--- config.mk ---
export PLATFORM = sky130hd
export DESIGN_NAME = mc14500_sequencer_flat
export DESIGN_NICKNAME = d
export VERILOG_FILES = /design/src/rtl/mc14500_sequencer_if.sv /design/src/rtl/mc14500_sequencer.sv /design/src/flat_wrapper.sv
export SDC_FILE = /design/constraint.sdc
export NUM_CORES = 1
export LEC_CHECK = 0
export CAP_MARGIN = 20
export CORE_ASPECT_RATIO = 0.6
export CORE_MARGIN = 1.5
export CORE_UTILIZATION = 50
export CTS_CLUSTER_DIAMETER = 30
export CTS_CLUSTER_SIZE = 25
export DETAILED_ROUTE_END_ITERATION = 10
export GPL_ROUTABILITY_DRIVEN = 0
export HOLD_SLACK_MARGIN = 0.02
export PLACE_DENSITY = 0.75
export SLEW_MARGIN = 25
export SYNTH_ARGS = -nofsm -noshare
export SYNTH_HDL_FRONTEND = slang
export SYNTH_SLANG_ARGS = --single-unit
--- constraint.sdc ---
create_clock -name clk -period 2.89 [get_ports clk]
set_input_delay 0.578 -clock clk [delete_from_list [all_inputs] [get_ports clk]]
set_output_delay 0.578 -clock clk [all_outputs]
set_load 0.03 [all_outputs]
--- src/rtl/mc14500_sequencer_if.sv ---
// Program-memory and ICU bus between the mc14500 sequencer (master) and its
// program ROM / ICU (slave).
interface mc14500_sequencer_if #(
  parameter int unsigned PC_W   = 8,
  parameter int unsigned ADDR_W = 8
) ();
  logic                rom_req;
  logic [PC_W-1:0]     rom_addr;
  logic                rom_ack;
  logic [4+ADDR_W-1:0] rom_data;
  logic                icu_rst;
  logic [3:0]          icu_i;
  logic                icu_jmp;
  logic                icu_rtn;
  logic                icu_flag_f;
  logic                icu_rr;
  logic [ADDR_W-1:0]   io_addr;
  logic                io_valid;

  modport master (
    output rom_req, rom_addr, icu_rst, icu_i, io_addr, io_valid,
    input  rom_ack, rom_data, icu_jmp, icu_rtn, icu_flag_f, icu_rr
  );

  modport slave (
    input  rom_req, rom_addr, icu_rst, icu_i, io_addr, io_valid,
    output rom_ack, rom_data, icu_jmp, icu_rtn, icu_flag_f, icu_rr
  );
endinterface

--- src/rtl/mc14500_sequencer.sv ---
// Program sequencer for the mc14500 ICU: fetch/issue/exec loop with call/return stack.
// Optional breakpoint unit enabled by defining MC14500_SEQ_BREAK_EN.
module mc14500_sequencer #(
  parameter int unsigned PC_W        = 8,
  parameter int unsigned ADDR_W      = 8,
  parameter int unsigned STACK_DEPTH = 4
) (
  input  logic                clk,
  input  logic                rst_n,
  input  logic                run,
  mc14500_sequencer_if.master bus,
  output logic [PC_W-1:0]     pc,
  output logic                halted,
  output logic                stk_err
`ifdef MC14500_SEQ_BREAK_EN
  ,
  input  logic [PC_W-1:0]     bp_addr,
  input  logic                bp_en,
  output logic                bp_hit
`endif
);

  localparam int unsigned SP_W   = (STACK_DEPTH > 1) ? $clog2(STACK_DEPTH) : 1;
  localparam int unsigned CNT_W  = SP_W + 1;
  localparam int unsigned DATA_W = 4 + ADDR_W;
  localparam logic [3:0]  OP_SKZ = 4'hE;

  typedef enum logic [2:0] {
    S_RST_HOLD,
    S_HALT,
    S_FETCH,
    S_ISSUE,
    S_EXEC
  } state_e;

  state_e            state_q;
  logic              rst_cnt_q;
  logic [PC_W-1:0]   pc_q;
  logic [3:0]        op_q;
  logic [3:0]        icu_i_q;
  logic [ADDR_W-1:0] io_addr_q;
  logic              io_valid_q;
  logic              icu_rst_q;
  logic              rom_req_q;
  logic              halted_q;
  logic              stk_err_q;
  logic              hold_q;
  logic              run_q;
  logic [PC_W-1:0]   stk_q [STACK_DEPTH];
  logic [SP_W-1:0]   wr_ptr_q;
  logic [CNT_W-1:0]  cnt_q;

  logic [PC_W-1:0]   pc_plus1_c;
  logic [PC_W-1:0]   pc_exec_d;
  logic [SP_W-1:0]   rd_ptr_c;
  logic              push_c;
  logic              pop_c;
  logic              underflow_c;
  logic              nopf_c;
  logic              run_rise_c;
  logic              halt_go_c;
  logic              exec_go_c;
  logic              bp_stop_halt_c;
  logic              bp_stop_exec_c;

  assign rd_ptr_c   = wr_ptr_q - SP_W'(1);
  assign run_rise_c = run & ~run_q;
  // After NOPF or a breakpoint, a held-high run must be re-asserted to resume.
  assign halt_go_c  = run & (~hold_q | run_rise_c);
  assign exec_go_c  = run & ~nopf_c;

  // Control outcome of the instruction in EXEC, in priority order.
  always_comb begin
    pc_plus1_c  = pc_q + PC_W'(1);
    pc_exec_d   = pc_plus1_c;
    push_c      = 1'b0;
    pop_c       = 1'b0;
    underflow_c = 1'b0;
    nopf_c      = 1'b0;
    if (bus.icu_jmp) begin
      push_c    = 1'b1;
      pc_exec_d = PC_W'(io_addr_q);
    end else if (bus.icu_rtn) begin
      if (cnt_q == '0) begin
        underflow_c = 1'b1;
      end else begin
        pop_c     = 1'b1;
        pc_exec_d = stk_q[rd_ptr_c];
      end
    end else if ((op_q == OP_SKZ) && !bus.icu_rr) begin
      pc_exec_d = pc_q + PC_W'(2);
    end else if (bus.icu_flag_f) begin
      nopf_c = 1'b1;
    end
  end

`ifdef MC14500_SEQ_BREAK_EN
  logic bp_hit_q;
  logic bp_skip_q;

  assign bp_stop_halt_c = bp_en & (pc_q == bp_addr) & ~bp_skip_q;
  assign bp_stop_exec_c = bp_en & (pc_exec_d == bp_addr);
  assign bp_hit         = bp_hit_q;

  // bp_skip_q lets the resumed fetch pass the breakpoint it stopped on.
  always_ff @(posedge clk or negedge rst_n) begin
    if (!rst_n) begin
      bp_hit_q  <= 1'b0;
      bp_skip_q <= 1'b0;
    end else if (((state_q == S_HALT) && halt_go_c && bp_stop_halt_c) ||
                 ((state_q == S_EXEC) && exec_go_c && bp_stop_exec_c)) begin
      bp_hit_q  <= 1'b1;
      bp_skip_q <= 1'b1;
    end else begin
      if (run_rise_c) bp_hit_q <= 1'b0;
      if (state_q == S_FETCH) bp_skip_q <= 1'b0;
    end
  end
`else
  assign bp_stop_halt_c = 1'b0;
  assign bp_stop_exec_c = 1'b0;
`endif

  always_ff @(posedge clk or negedge rst_n) begin
    if (!rst_n) begin
      state_q    <= S_RST_HOLD;
      rst_cnt_q  <= 1'b0;
      pc_q       <= '0;
      op_q       <= '0;
      icu_i_q    <= '0;
      io_addr_q  <= '0;
      io_valid_q <= 1'b0;
      icu_rst_q  <= 1'b1;
      rom_req_q  <= 1'b0;
      halted_q   <= 1'b0;
      stk_err_q  <= 1'b0;
      hold_q     <= 1'b0;
      run_q      <= 1'b0;
      wr_ptr_q   <= '0;
      cnt_q      <= '0;
      for (int unsigned i = 0; i < STACK_DEPTH; i++) stk_q[i] <= '0;
    end else begin
      run_q <= run;
      case (state_q)
        S_RST_HOLD: begin
          rst_cnt_q <= 1'b1;
          if (rst_cnt_q) begin
            icu_rst_q <= 1'b0;
            halted_q  <= 1'b1;
            state_q   <= S_HALT;
          end
        end
        S_HALT: begin
          if (halt_go_c) begin
            if (bp_stop_halt_c) begin
              hold_q <= 1'b1;
            end else begin
              hold_q    <= 1'b0;
              halted_q  <= 1'b0;
              rom_req_q <= 1'b1;
              state_q   <= S_FETCH;
            end
          end
        end
        S_FETCH: begin
          if (bus.rom_ack) begin
            op_q       <= bus.rom_data[DATA_W-1 -: 4];
            icu_i_q    <= bus.rom_data[DATA_W-1 -: 4];
            io_addr_q  <= bus.rom_data[ADDR_W-1:0];
            io_valid_q <= 1'b1;
            rom_req_q  <= 1'b0;
            state_q    <= S_ISSUE;
          end
        end
        S_ISSUE: begin
          icu_i_q <= 4'h0;
          state_q <= S_EXEC;
        end
        S_EXEC: begin
          io_valid_q <= 1'b0;
          pc_q       <= pc_exec_d;
          // Full stack overwrites its oldest entry; the count saturates.
          if (push_c) begin
            stk_q[wr_ptr_q] <= pc_plus1_c;
            wr_ptr_q        <= wr_ptr_q + SP_W'(1);
            if (cnt_q == CNT_W'(STACK_DEPTH)) stk_err_q <= 1'b1;
            else                               cnt_q     <= cnt_q + CNT_W'(1);
          end
          if (pop_c) begin
            wr_ptr_q <= rd_ptr_c;
            cnt_q    <= cnt_q - CNT_W'(1);
          end
          if (underflow_c) stk_err_q <= 1'b1;
          if (exec_go_c && !bp_stop_exec_c) begin
            rom_req_q <= 1'b1;
            state_q   <= S_FETCH;
          end else begin
            halted_q <= 1'b1;
            hold_q   <= nopf_c | bp_stop_exec_c;
            state_q  <= S_HALT;
          end
        end
        default: state_q <= S_HALT;
      endcase
    end
  end

  assign bus.rom_req  = rom_req_q;
  assign bus.rom_addr = pc_q;
  assign bus.icu_rst  = icu_rst_q;
  assign bus.icu_i    = icu_i_q;
  assign bus.io_addr  = io_addr_q;
  assign bus.io_valid = io_valid_q;
  assign pc           = pc_q;
  assign halted       = halted_q;
  assign stk_err      = stk_err_q;

endmodule
--- src/flat_wrapper.sv ---
// flat-port wrapper written by rule: the top's interface ports become plain ports
module mc14500_sequencer_flat 
#(
  parameter int unsigned PC_W        = 8,
  parameter int unsigned ADDR_W      = 8,
  parameter int unsigned STACK_DEPTH = 4
)
  (clk, rst_n, run, pc, halted, stk_err, bus_rom_req, bus_rom_addr, bus_icu_rst, bus_icu_i, bus_io_addr, bus_io_valid, bus_rom_ack, bus_rom_data, bus_icu_jmp, bus_icu_rtn, bus_icu_flag_f, bus_icu_rr);
  mc14500_sequencer_if #(.PC_W(PC_W), .ADDR_W(ADDR_W)) bus_i ();
  input  logic clk;
  input  logic rst_n;
  input  logic run;
  output logic [PC_W-1:0] pc;
  output logic halted;
  output logic stk_err;
  output wire logic [$bits(bus_i.rom_req)-1:0] bus_rom_req;
  output wire logic [$bits(bus_i.rom_addr)-1:0] bus_rom_addr;
  output wire logic [$bits(bus_i.icu_rst)-1:0] bus_icu_rst;
  output wire logic [$bits(bus_i.icu_i)-1:0] bus_icu_i;
  output wire logic [$bits(bus_i.io_addr)-1:0] bus_io_addr;
  output wire logic [$bits(bus_i.io_valid)-1:0] bus_io_valid;
  input wire logic [$bits(bus_i.rom_ack)-1:0] bus_rom_ack;
  input wire logic [$bits(bus_i.rom_data)-1:0] bus_rom_data;
  input wire logic [$bits(bus_i.icu_jmp)-1:0] bus_icu_jmp;
  input wire logic [$bits(bus_i.icu_rtn)-1:0] bus_icu_rtn;
  input wire logic [$bits(bus_i.icu_flag_f)-1:0] bus_icu_flag_f;
  input wire logic [$bits(bus_i.icu_rr)-1:0] bus_icu_rr;
  assign bus_rom_req = bus_i.rom_req;
  assign bus_rom_addr = bus_i.rom_addr;
  assign bus_icu_rst = bus_i.icu_rst;
  assign bus_icu_i = bus_i.icu_i;
  assign bus_io_addr = bus_i.io_addr;
  assign bus_io_valid = bus_i.io_valid;
  assign bus_i.rom_ack = bus_rom_ack;
  assign bus_i.rom_data = bus_rom_data;
  assign bus_i.icu_jmp = bus_icu_jmp;
  assign bus_i.icu_rtn = bus_icu_rtn;
  assign bus_i.icu_flag_f = bus_icu_flag_f;
  assign bus_i.icu_rr = bus_icu_rr;
  mc14500_sequencer #(.PC_W(PC_W), .ADDR_W(ADDR_W), .STACK_DEPTH(STACK_DEPTH)) u_core (.clk(clk), .rst_n(rst_n), .run(run), .bus(bus_i), .pc(pc), .halted(halted), .stk_err(stk_err));
endmodule
---- After elaboration in Yosys (flattened, before gate mapping) ----
Cells that the tools add are included.
word-level totals
  input bits .............................. 20
  output and inout bits ................... 33
  register bits after elaboration ......... 72
  word-level logic and storage cells ...... 122
operators by class
  equality and inequality tests ........... 12
  reduce and logical (&&, ||, !) cells .... 25
  order comparisons ....................... 3
  bitwise operators ....................... 9
  mux-type cells .......................... 48
  add/sub/neg operators ................... 6
operator list
  cell                                                       count
  two-way mux 8 bit                                          7
  bitwise mux 32 bit                                         1
  two-way mux 1 bit                                          22
  two-way mux 3 bit                                          6
  binary-select mux 8 bit (select 2 bit)                     1
  demux 8 bit (select 2 bit)                                 1
  case mux 3 bit (5 select lines)                            1
  AND reduction 2 bit                                        6
  AND reduction 3 bit                                        4
  nonzero test 2 bit                                         6
  adder 8 x 1 -> 8 bit (second input constant)               1
  adder 8 x 2 -> 8 bit (second input constant)               1
  != test 2 x 1 -> 1 bit (second input constant)             4
  case mux 4 bit (2 select lines)                            1
  AND reduction 4 bit                                        2
  equality test 3 x 2 -> 1 bit (second input constant)       2
  equality test 3 bit (second input constant)                2
  greater-or-equal comparator 3 bit (second input constant)  2
  zero test 3 bit                                            2
  two-way mux 2 bit                                          3
  NOT 2 -> 3 bit                                             2
  case mux 1 bit (3 select lines)                            2
  nonzero test 3 bit                                         2
  equality test 4 bit (second input constant)                1
  14 further kinds                                           21

---- Logic depth before layout (Yosys ltp) ----
Gate-level depths: netlist of the first run.
  word-level depth ........................ 9
  depth in mapped cells ................... 9
  gate-level depth less buffers ........... 7

---- Least setup slack after synthesis of the first run ----
Ideal clock, no wire load.
  path kind ............................... flip-flop to flip-flop
  start point ............................. register u_core.wr_ptr_q[0]
  end point ............................... register u_core.pc_q[5] (netlist: u_core.bus.rom_addr[5])
  data required time ...................... 2744 ps
  clock period less this slack ............ 1932 ps
  path slack .............................. 958 ps
  stages on the path, launching flop included .. 10
  arrival ................................. 1786 ps
  cell sequence ........................... dfrtp_1 -> buf_6 -> inv_1 -> ha_1 -> clkbuf_2 -> mux4_2 -> nand2_2 -> o21ai_1 -> a32oi_1 -> o311ai_1
on the way
  longest elaborated chain between the ends .. 8
RTL lines
  item                                                   RTL line                  RTL
  from (decl)                                            mc14500_sequencer.sv:50   logic [SP_W-1:0] wr_ptr_q;
  from (signal assigned)                                 mc14500_sequencer.sv:185  wr_ptr_q <= wr_ptr_q + SP_W'(1);
  from (signal assigned)                                 mc14500_sequencer.sv:190  wr_ptr_q <= rd_ptr_c;
  subtractor 2 x 1 -> 2 bit                              mc14500_sequencer.sv:66   assign rd_ptr_c = wr_ptr_q - SP_W'(1);
  via u_core.rd_ptr_c[0]                                 mc14500_sequencer.sv:55   logic [SP_W-1:0] rd_ptr_c;
  NOT 2 -> 3 bit (not written as such)                   mc14500_sequencer.sv:88   pc_exec_d = stk_q[rd_ptr_c];
  binary-select mux 8 bit (select 2 bit)                 mc14500_sequencer.sv:88
  two-way mux 8 bit (not written as such) (2 in series)  mc14500_sequencer.sv:88
  two-way mux 8 bit                                      mc14500_sequencer.sv:84   if (cnt_q == '0) begin
  two-way mux 8 bit                                      mc14500_sequencer.sv:83   end else if (bus.icu_rtn) begin
  two-way mux 8 bit                                      mc14500_sequencer.sv:80   if (bus.icu_jmp) begin
  to (signal assigned)                                   mc14500_sequencer.sv:181  pc_q <= pc_exec_d;
  to (decl)                                              mc14500_sequencer.sv:38   logic [PC_W-1:0] pc_q;
The timed path passes the listed nets, and every way through them passes these cells. The select of a mux whose other input is x is not followed.
A chain may end at the register's enable or synchronous reset.

---- Worst setup path after layout of the first run ----
  start point ............................. register u_core.pc_q[0] (netlist: u_core.bus.rom_addr[0])
  end point ............................... output pc[0]
RTL lines
  item       RTL line            RTL
  to (decl)  flat_wrapper.sv:13  output logic [PC_W-1:0] pc;
No word-level cell between the ends.

==> reports/summary.md, run 1 <==
- 0.5162 — initial core utilization
- built — clock tree from TritonCTS
- u_core.wr_ptr_q[1]$_DFFE_PN0P_ — reg2reg start
- 0.4807 — sequential area share after synthesis
- 0.77 ns — CP max stage delay
- 1.000 — Async S/R FF share, synth
- 0 — number of buffers added to fix hold violations after cts
- 0.007267 mm² — area inside the core boundary
- clkdlybuf4s50_1 — slowest CP cell
- 72 — number of storage elements in the synthesis netlist
- 2,901 — count of vias placed by the detailed router
- 0.4736 — top-area cell type share of the netlist area
- 0.33 ns — Clk Latency, worst-skew pair
- 0 — number of antenna violations at the first check in global routing
- dfrtp_1 — Primary FF master, synth
- 0.3392 ns — final hold slack
- 17.34 µm — WL per Instance
- 0 — max_cap viols
- 0 — Post CTS Setup Buffer Count
- 0 — DRT antenna net count
- 2.314 ns — clock period minus final worst setup slack
- 360 — number of cells produced by synthesis
- 5.677 — number of vias per cell
- 0.1351 — fraction of layout instances using a drive strength above 1
- 14,980 µm — first-pass GRT wire length
- 7 — worst r2r path cells
- 0 — count of flip-flops with a built-in enable after synthesis
- false — setup repair after global routing missed its margin
- 1.918 nW — static power due to leakage
- 5 — number of optimization iterations in the first detailed-route pass
- 0 ns — Fin Setup TNS
- output port — endpoint class of the critical path
- 22.35% — growth of design area from synthesis to finish
- 0.4561 ns — Setup Slack @ Placement
- 0 — count of instances resized after the clock tree is built
- 0 — Final Slew Violations
- u_core.bus.rom_addr[0]$_DFFE_PN0P_ — crit path launch
- 52 — PortBufs
- 0.5956 mV — worst IR drop on VDD
- 429 — number of nets in the finished design
- 0 — count of endpoints failing setup in the final report
- buffers and inverters — kind of cell with the highest combined delay on the critical path
- 9 — total clock buffers created by CTS
- 12 — critical path fanouts, max
- pc[0] — timing endpoint of the critical path
- dfrtp_1 (47%), nand2_1 (5.4%), mux4_2 (4.8%) — cells taking the most area after synthesis
- 3 — H-tree depth
- 2 — clock tree buffer depth
- 0.003751 mm² — post-synth design cell area
- 70.09 µm — die height
- 6513 µm — post-detail-place hpwl
- in -> async — Hold Path Class
- 0 — final-report hold violation count
- 5.381 mW — overall power of the completed layout
- flop — startpoint types
- 2.31 ns — Data required, critical path
- 0.008048 mm² — Die ar.
- reg -> out — Critical Setup Path Class
- 0 — number of antenna repair diodes
- dfrtp_1 — post-synth top area cell
- 0 — number of warning messages in the yosys log
- 0.004589 mm² — Final Cell Area
- 0.8316 ns — actual transition at the worst max-transition pin
- 0.05 ns — clock transition at the register clock pins on the worst setup and hold paths after CTS
- 0.5764 ns — worst setup margin
- 72 — total number of clock tree sinks
- 0.8006 — ratio of final minimum period to clock period
- 0 — global route total overflow
- clkbuf_16 — Root Buffer
- 0 — remaining routing DRC violations
- 511 — fin cells
- 1 — number of buffers and inverters on the critical path
- 8862 µm — total routed wirelength
- 387 — net count after synthesis
- 0.004289 mm² — cell area after placement
- 39 — largest net degree at the start of global routing
- 0.004231 ns — Post-Route Skew
- 1173 mW/mm² — power density normalized to cell area
- 66 — number of distinct library cells after synthesis
- completed — status
- 0.77 ns — R2R Setup Slk
- 0.4456 — worst rel slew slack
- 1.74 ns — data arrival time of the worst path
- 213 — violation count after the first detailed-routing iteration
- 2,848 — via count of the first global-routing pass
- 1 — number of logic stages on the critical path including buffering
- 53 — I/O pin count
- u_core.bus.rom_addr[3]$_DFFE_PN0P_ — capturing point of the worst reg2reg path
- 0.4322 GHz — Highest Clock Rate
- 0.6315 — final core utilization
- 626 — number of fill cells in the layout
- 495 — instance count after placement with tap cells included
- 0.2482 — global routing usage summed across all routing layers
- clkdlybuf4s50_1 — worst path cell trace
- 24 — total number of placement rows
- 10.42 µm² — Avg Cell Area, Syn
- 114.8 µm — die boundary width
-- cell families (layout without fill, tap and decap cells) --
kind of cell / Yosys count / in the layout / synth area share
multiplexers: 24 / 24 / 0.09573
buffers and inverters: 40 / 87 / 0.06204
adder cells (fa/ha/maj): 7 / 7 / 0.02535
AND/OR/NAND/NOR: 109 / 109 / 0.1461
XOR/XNOR: 12 / 12 / 0.02802
AO/OA/AOI/OAI: 96 / 96 / 0.1621
flip-flops: 72 / 72 / 0.4807
-- how the worst min path moves through the flow --
stage | startpoint | endpoint | slack [ns]
2_1_floorplan | rst_n | u_core.bus.icu_i[0]$_DFFE_PN0P_ | 0.28
3_3_place_gp | u_core.stk_q[21]$_DFFE_PN0P_ | u_core.stk_q[21]$_DFFE_PN0P_ | 0.46
3_5_place_dp | u_core.stk_q[21]$_DFFE_PN0P_ | u_core.stk_q[21]$_DFFE_PN0P_ | 0.47
4_1_cts | rst_n | u_core.bus.rom_addr[6]$_DFFE_PN0P_ | 0.37
5_1_grt | rst_n | u_core.bus.rom_addr[6]$_DFFE_PN0P_ | 0.40
6_report | rst_n | u_core.bus.rom_addr[6]$_DFFE_PN0P_ | 0.34
-- flip-flops by register name, summed over array words and instances (netlist names) --
| signal | count |
|---|---|
| u_core.stk_err | 1 |
| u_core.bus.rom_addr | 8 |
| u_core.bus.icu_i | 4 |
| u_core.op_q | 4 |
| u_core.bus.icu_rst | 1 |
| u_core.rst_cnt_q | 1 |
| u_core.bus.rom_req | 1 |
| u_core.bus.io_addr | 8 |
| u_core.bus.io_valid | 1 |
| u_core.halted | 1 |
| u_core.wr_ptr_q | 2 |
| u_core.state_q | 3 |
| u_core.stk_q | 32 |
| u_core.hold_q | 1 |
| u_core.cnt_q | 3 |
| u_core.run_q | 1 |
-- placed cells by master, fill, tap and decap left out, types with 3 or more instances in the layout --
master,synthesis,layout
a21oi_1,11,11
nor2_1,9,9
o21ai_0,17,17
a31oi_1,5,5
clkbuf_16,0,9
xor2_1,5,5
o21ai_1,29,29
nand3_1,5,5
inv_1,8,8
buf_4,11,10
nand2_2,3,3
ha_1,6,6
mux4_2,8,8
nand2_1,54,54
dfrtp_1,71,71
a31o_2,3,3
o211ai_1,4,4
or3_1,3,3
nand4_1,4,4
nor2b_1,6,6
a211oi_1,3,3
nor3_1,4,4
mux2_1,9,9
nand2b_1,4,4
mux2_2,6,6
xnor2_1,7,7
clkdlybuf4s50_1,0,51
-- synthesized netlist by cell type, drive strengths merged, types with 6 or more instances --
| library cell | instances |
|---|---|
| nor2 | 11 |
| mux2 | 15 |
| o21ai | 47 |
| a21oi | 11 |
| nor2b | 6 |
| nand2 | 57 |
| xnor2 | 7 |
| inv | 8 |
| dfrtp | 71 |
| ha | 6 |
| buf | 26 |
| clkbuf | 6 |
| mux4 | 8 |
-- power by group --
| part | total (mW) | switching [mW] | internal (mW) |
|---|---|---|---|
| registers | 1.87 | 0.458 | 1.42 |
| clock network | 1.10 | 0.393 | 0.712 |
| logic | 2.40 | 1.35 | 1.06 |
| total | 5.38 | 2.20 | 3.19 |
-- metal layers --
metal | track usage | vias to the layer above | share of wire
met4 | 0.07407 | 0 | 0.011
met2 | 0.3446 | 123 | 0.42
li1 | - | 1365 | -
met5 | 0 | - | 0
met1 | 0.3716 | 1404 | 0.49
met3 | 0.07813 | 9 | 0.078
-- cell type report --
class	count	area (µm²)	area share
timing repair buffer	63	610.6	0.1330
tap	104	130.1	0.02835
sequential	72	1803	0.3929
multi-input combinational	248	1715	0.3738
clock inverter	3	40.04	0.008724
clock buffer	13	260.3	0.05671
inverter	8	30.03	0.006543
Power figures use the tool's default switching activity.
==> run 2, diff against run 1 <==
Clock period 2.89 ns to 2.3 ns, I/O delays scaled along.
==> run 2 against run 1 <==
  * Flip-flop and latch count unchanged
  * Clock skew is 0.0014 ns higher
  * Via count rose by 2.6%
  * Critical endpoint is now pc[4]
==> reports/summary.md, run 2 (synthesis gave the netlist of run 1 again) <==
- dfrtp_1 — most common cell after layout, fill and taps aside
- 5.677 — number of vias per cell, about the same
- 0 — count of instances resized after the clock tree is built, unchanged
- 0.007267 mm² — area inside the core boundary, unchanged
- false — setup repair after global routing missed its margin
- 524 — fin cells, +2.5%
- completed — status
- 24 — total number of placement rows, unchanged
- 0.5531 ns — actual transition at the worst max-transition pin, -0.2785 ns
- 2.152 ns — clock period minus final worst setup slack
- 0.76 ns — CP max stage delay, about the same
- 231 — violation count after the first detailed-routing iteration, +8.5%
- 508 — instance count after placement with tap cells included, +2.6%
- 0 — number of buffers added to fix hold violations after cts, unchanged
- clkdlybuf4s50_1 — worst path cell trace
- 30 — largest net degree at the start of global routing, -23%
- 0 — max_cap viols, unchanged
- u_core.wr_ptr_q[1]$_DFFE_PN0P_ — reg2reg start
- 9368 µm — total routed wirelength, +5.7%
- 0.4647 GHz — Highest Clock Rate
- 1 — number of buffers and inverters on the critical path, unchanged
- 0 — number of antenna repair diodes, unchanged
- 0 — global route total overflow, unchanged
- 0.5162 — initial core utilization, unchanged
- 0 — Post CTS Setup Buffer Count, unchanged
- 0 — final-report hold violation count, unchanged
- 9 — total clock buffers created by CTS, unchanged
- flop — startpoint types
- 72 — total number of clock tree sinks, unchanged
- 0.004777 mm² — Final Cell Area, +4.1%
- 15,250 µm — first-pass GRT wire length, +1.8%
- 0.6574 — final core utilization, +0.02583
- in -> async — Hold Path Class
- 53 — I/O pin count, unchanged
- 0.6286 — worst rel slew slack, +0.1830
- 0 — Final Slew Violations, unchanged
- 2.017 nW — static power due to leakage, +5.1%
- 0 — number of antenna violations at the first check in global routing, unchanged
- 2,871 — via count of the first global-routing pass, +0.81%
- 52 — PortBufs, unchanged
- 0.005625 ns — Post-Route Skew, +0.001395 ns
- 1.69 ns — data arrival time of the worst path, -0.05 ns
- 0.8437 mV — worst IR drop on VDD, +42%
- output port — endpoint class of the critical path
- 5 — number of optimization iterations in the first detailed-route pass, unchanged
- 0 ns — Fin Setup TNS, unchanged
- clkdlybuf4s50_1 — slowest CP cell
- 6750 µm — post-detail-place hpwl, +3.6%
- 17.88 µm — WL per Instance, +3.1%
- 0.2540 — global routing usage summed across all routing layers, +0.005825
- u_core.bus.rom_addr[5]$_DFFE_PN0P_ — capturing point of the worst reg2reg path
- 0.1667 — fraction of layout instances using a drive strength above 1, +0.03153
- 0 — count of endpoints failing setup in the final report, unchanged
- 1.84 ns — Data required, critical path, -0.47 ns
- reg -> out — Critical Setup Path Class
- buffers and inverters — kind of cell with the highest combined delay on the critical path
- u_core.stk_q — Top reg by flops
- 0.34 ns — Clk Latency, worst-skew pair, about the same
- 0.004412 mm² — cell area after placement, +2.9%
- 0.1014 ns — final hold slack, -0.2377 ns
- 7 — worst r2r path cells, unchanged
- 2 — clock tree buffer depth, unchanged
- 114.8 µm — die boundary width, unchanged
- 3 — H-tree depth, unchanged
- 0.008048 mm² — Die ar., unchanged
- dfrtp_1 (71), nand2_1 (54), clkdlybuf4s50_1 (51), o21ai_1 (29), buf_4 (21) — commonest cells after routing, fill and taps aside
- 2,975 — count of vias placed by the detailed router, +2.6%
- 70.09 µm — die height, unchanged
- 0.9357 — ratio of final minimum period to clock period
- 0 — remaining routing DRC violations, unchanged
- 1515 mW/mm² — power density normalized to cell area, +29%
- 0 — DRT antenna net count, unchanged
- clkbuf_16 — Root Buffer
- 442 — number of nets in the finished design, +3.0%
- 9 — critical path fanouts, max, -3
- 32 — flip-flop count of the largest register, all copies and words added, unchanged
- built — clock tree from TritonCTS
- 27.35% — growth of design area from synthesis to finish
- 0.15 ns — R2R Setup Slk, -0.62 ns
- 0.05 ns — clock transition at the register clock pins on the worst setup and hold paths after CTS, about the same
==> run 2: cell types whose count changed in the layout (fill, tap and decap cells not counted) <==
cell       change
buf_4         +11
clkinv_4       +1
buf_12         +2
bufinv_16      +2
clkinv_2       -2
clkbuf_8       +1
clkbuf_1       -2
==> run 2: layout make-up <==
| cell class | instances | area (µm²) |
|---|---|---|
| Clock buffer | 12 | 266.5 |
| Clock inverter | 4 | 98.84 |
| Fill cell | 573 | 2490 |
| Inverter | 8 | 30.03 |
| Multi-Input combinational cell | 248 | 1715 |
| Sequential cell | 72 | 1803 |
| Tap cell | 104 | 130.1 |
| Timing Repair Buffer | 76 | 733.2 |
==> run 2: report_power, final <==
part,internal [mW],leakage [nW],total (mW),switching (mW)
registers,1.78,0.913,2.33,0.551
logic,1.46,0.925,3.23,1.78
clock network,1.15,0.179,1.67,0.525
total,4.39,2.02,7.24,2.85
==> run 2: worst max path at each step <==
| stage | start | endpoint | slack [ns] | cells after the start |
|---|---|---|---|---|
| floorplan | u_core.wr_ptr_q[0]$_DFFE_PN0P_ | u_core.bus.rom_addr[5]$_DFFE_PN0P_ | 0.37 | 9 |
| global placement | u_core.wr_ptr_q[1]$_DFFE_PN0P_ | u_core.bus.rom_addr[5]$_DFFE_PN0P_ | 0.17 | 7 |
| detailed placement | bus_icu_jmp | u_core.cnt_q[2]$_DFFE_PN0P_ | 0.13 | 7 |
| CTS | u_core.wr_ptr_q[1]$_DFFE_PN0P_ | u_core.bus.rom_addr[5]$_DFFE_PN0P_ | 0.16 | 7 |
| global route | u_core.wr_ptr_q[1]$_DFFE_PN0P_ | u_core.bus.rom_addr[5]$_DFFE_PN0P_ | 0.02 | 7 |
| finish | u_core.bus.rom_addr[4]$_DFFE_PN0P_ | pc[4] | 0.15 | 1 |
==> run 2: metrics by stage <==
| step | setup WS [ns] | total power, mW |
|---|---|---|
| 2_1_floorplan | 0.3676 | 4.440 |
| 3_3_place_gp | 0.1717 | 5.448 |
| 3_5_place_dp | 0.1251 | 5.541 |
| 4_1_cts | 0.1553 | 7.254 |
| 5_1_grt | 0.02122 | 7.652 |
| 6_report | 0.1479 | 7.238 |
==> run 2: layer usage <==
layer / vias up / wire (µm) / track usage
li1: 1394 / - / -
met1: 1445 / 4376 / 0.3713
met2: 123 / 4182 / 0.3633
met3: 13 / 687 / 0.07813
met4: 0 / 121 / 0.07819
met5: - / 0 / 0
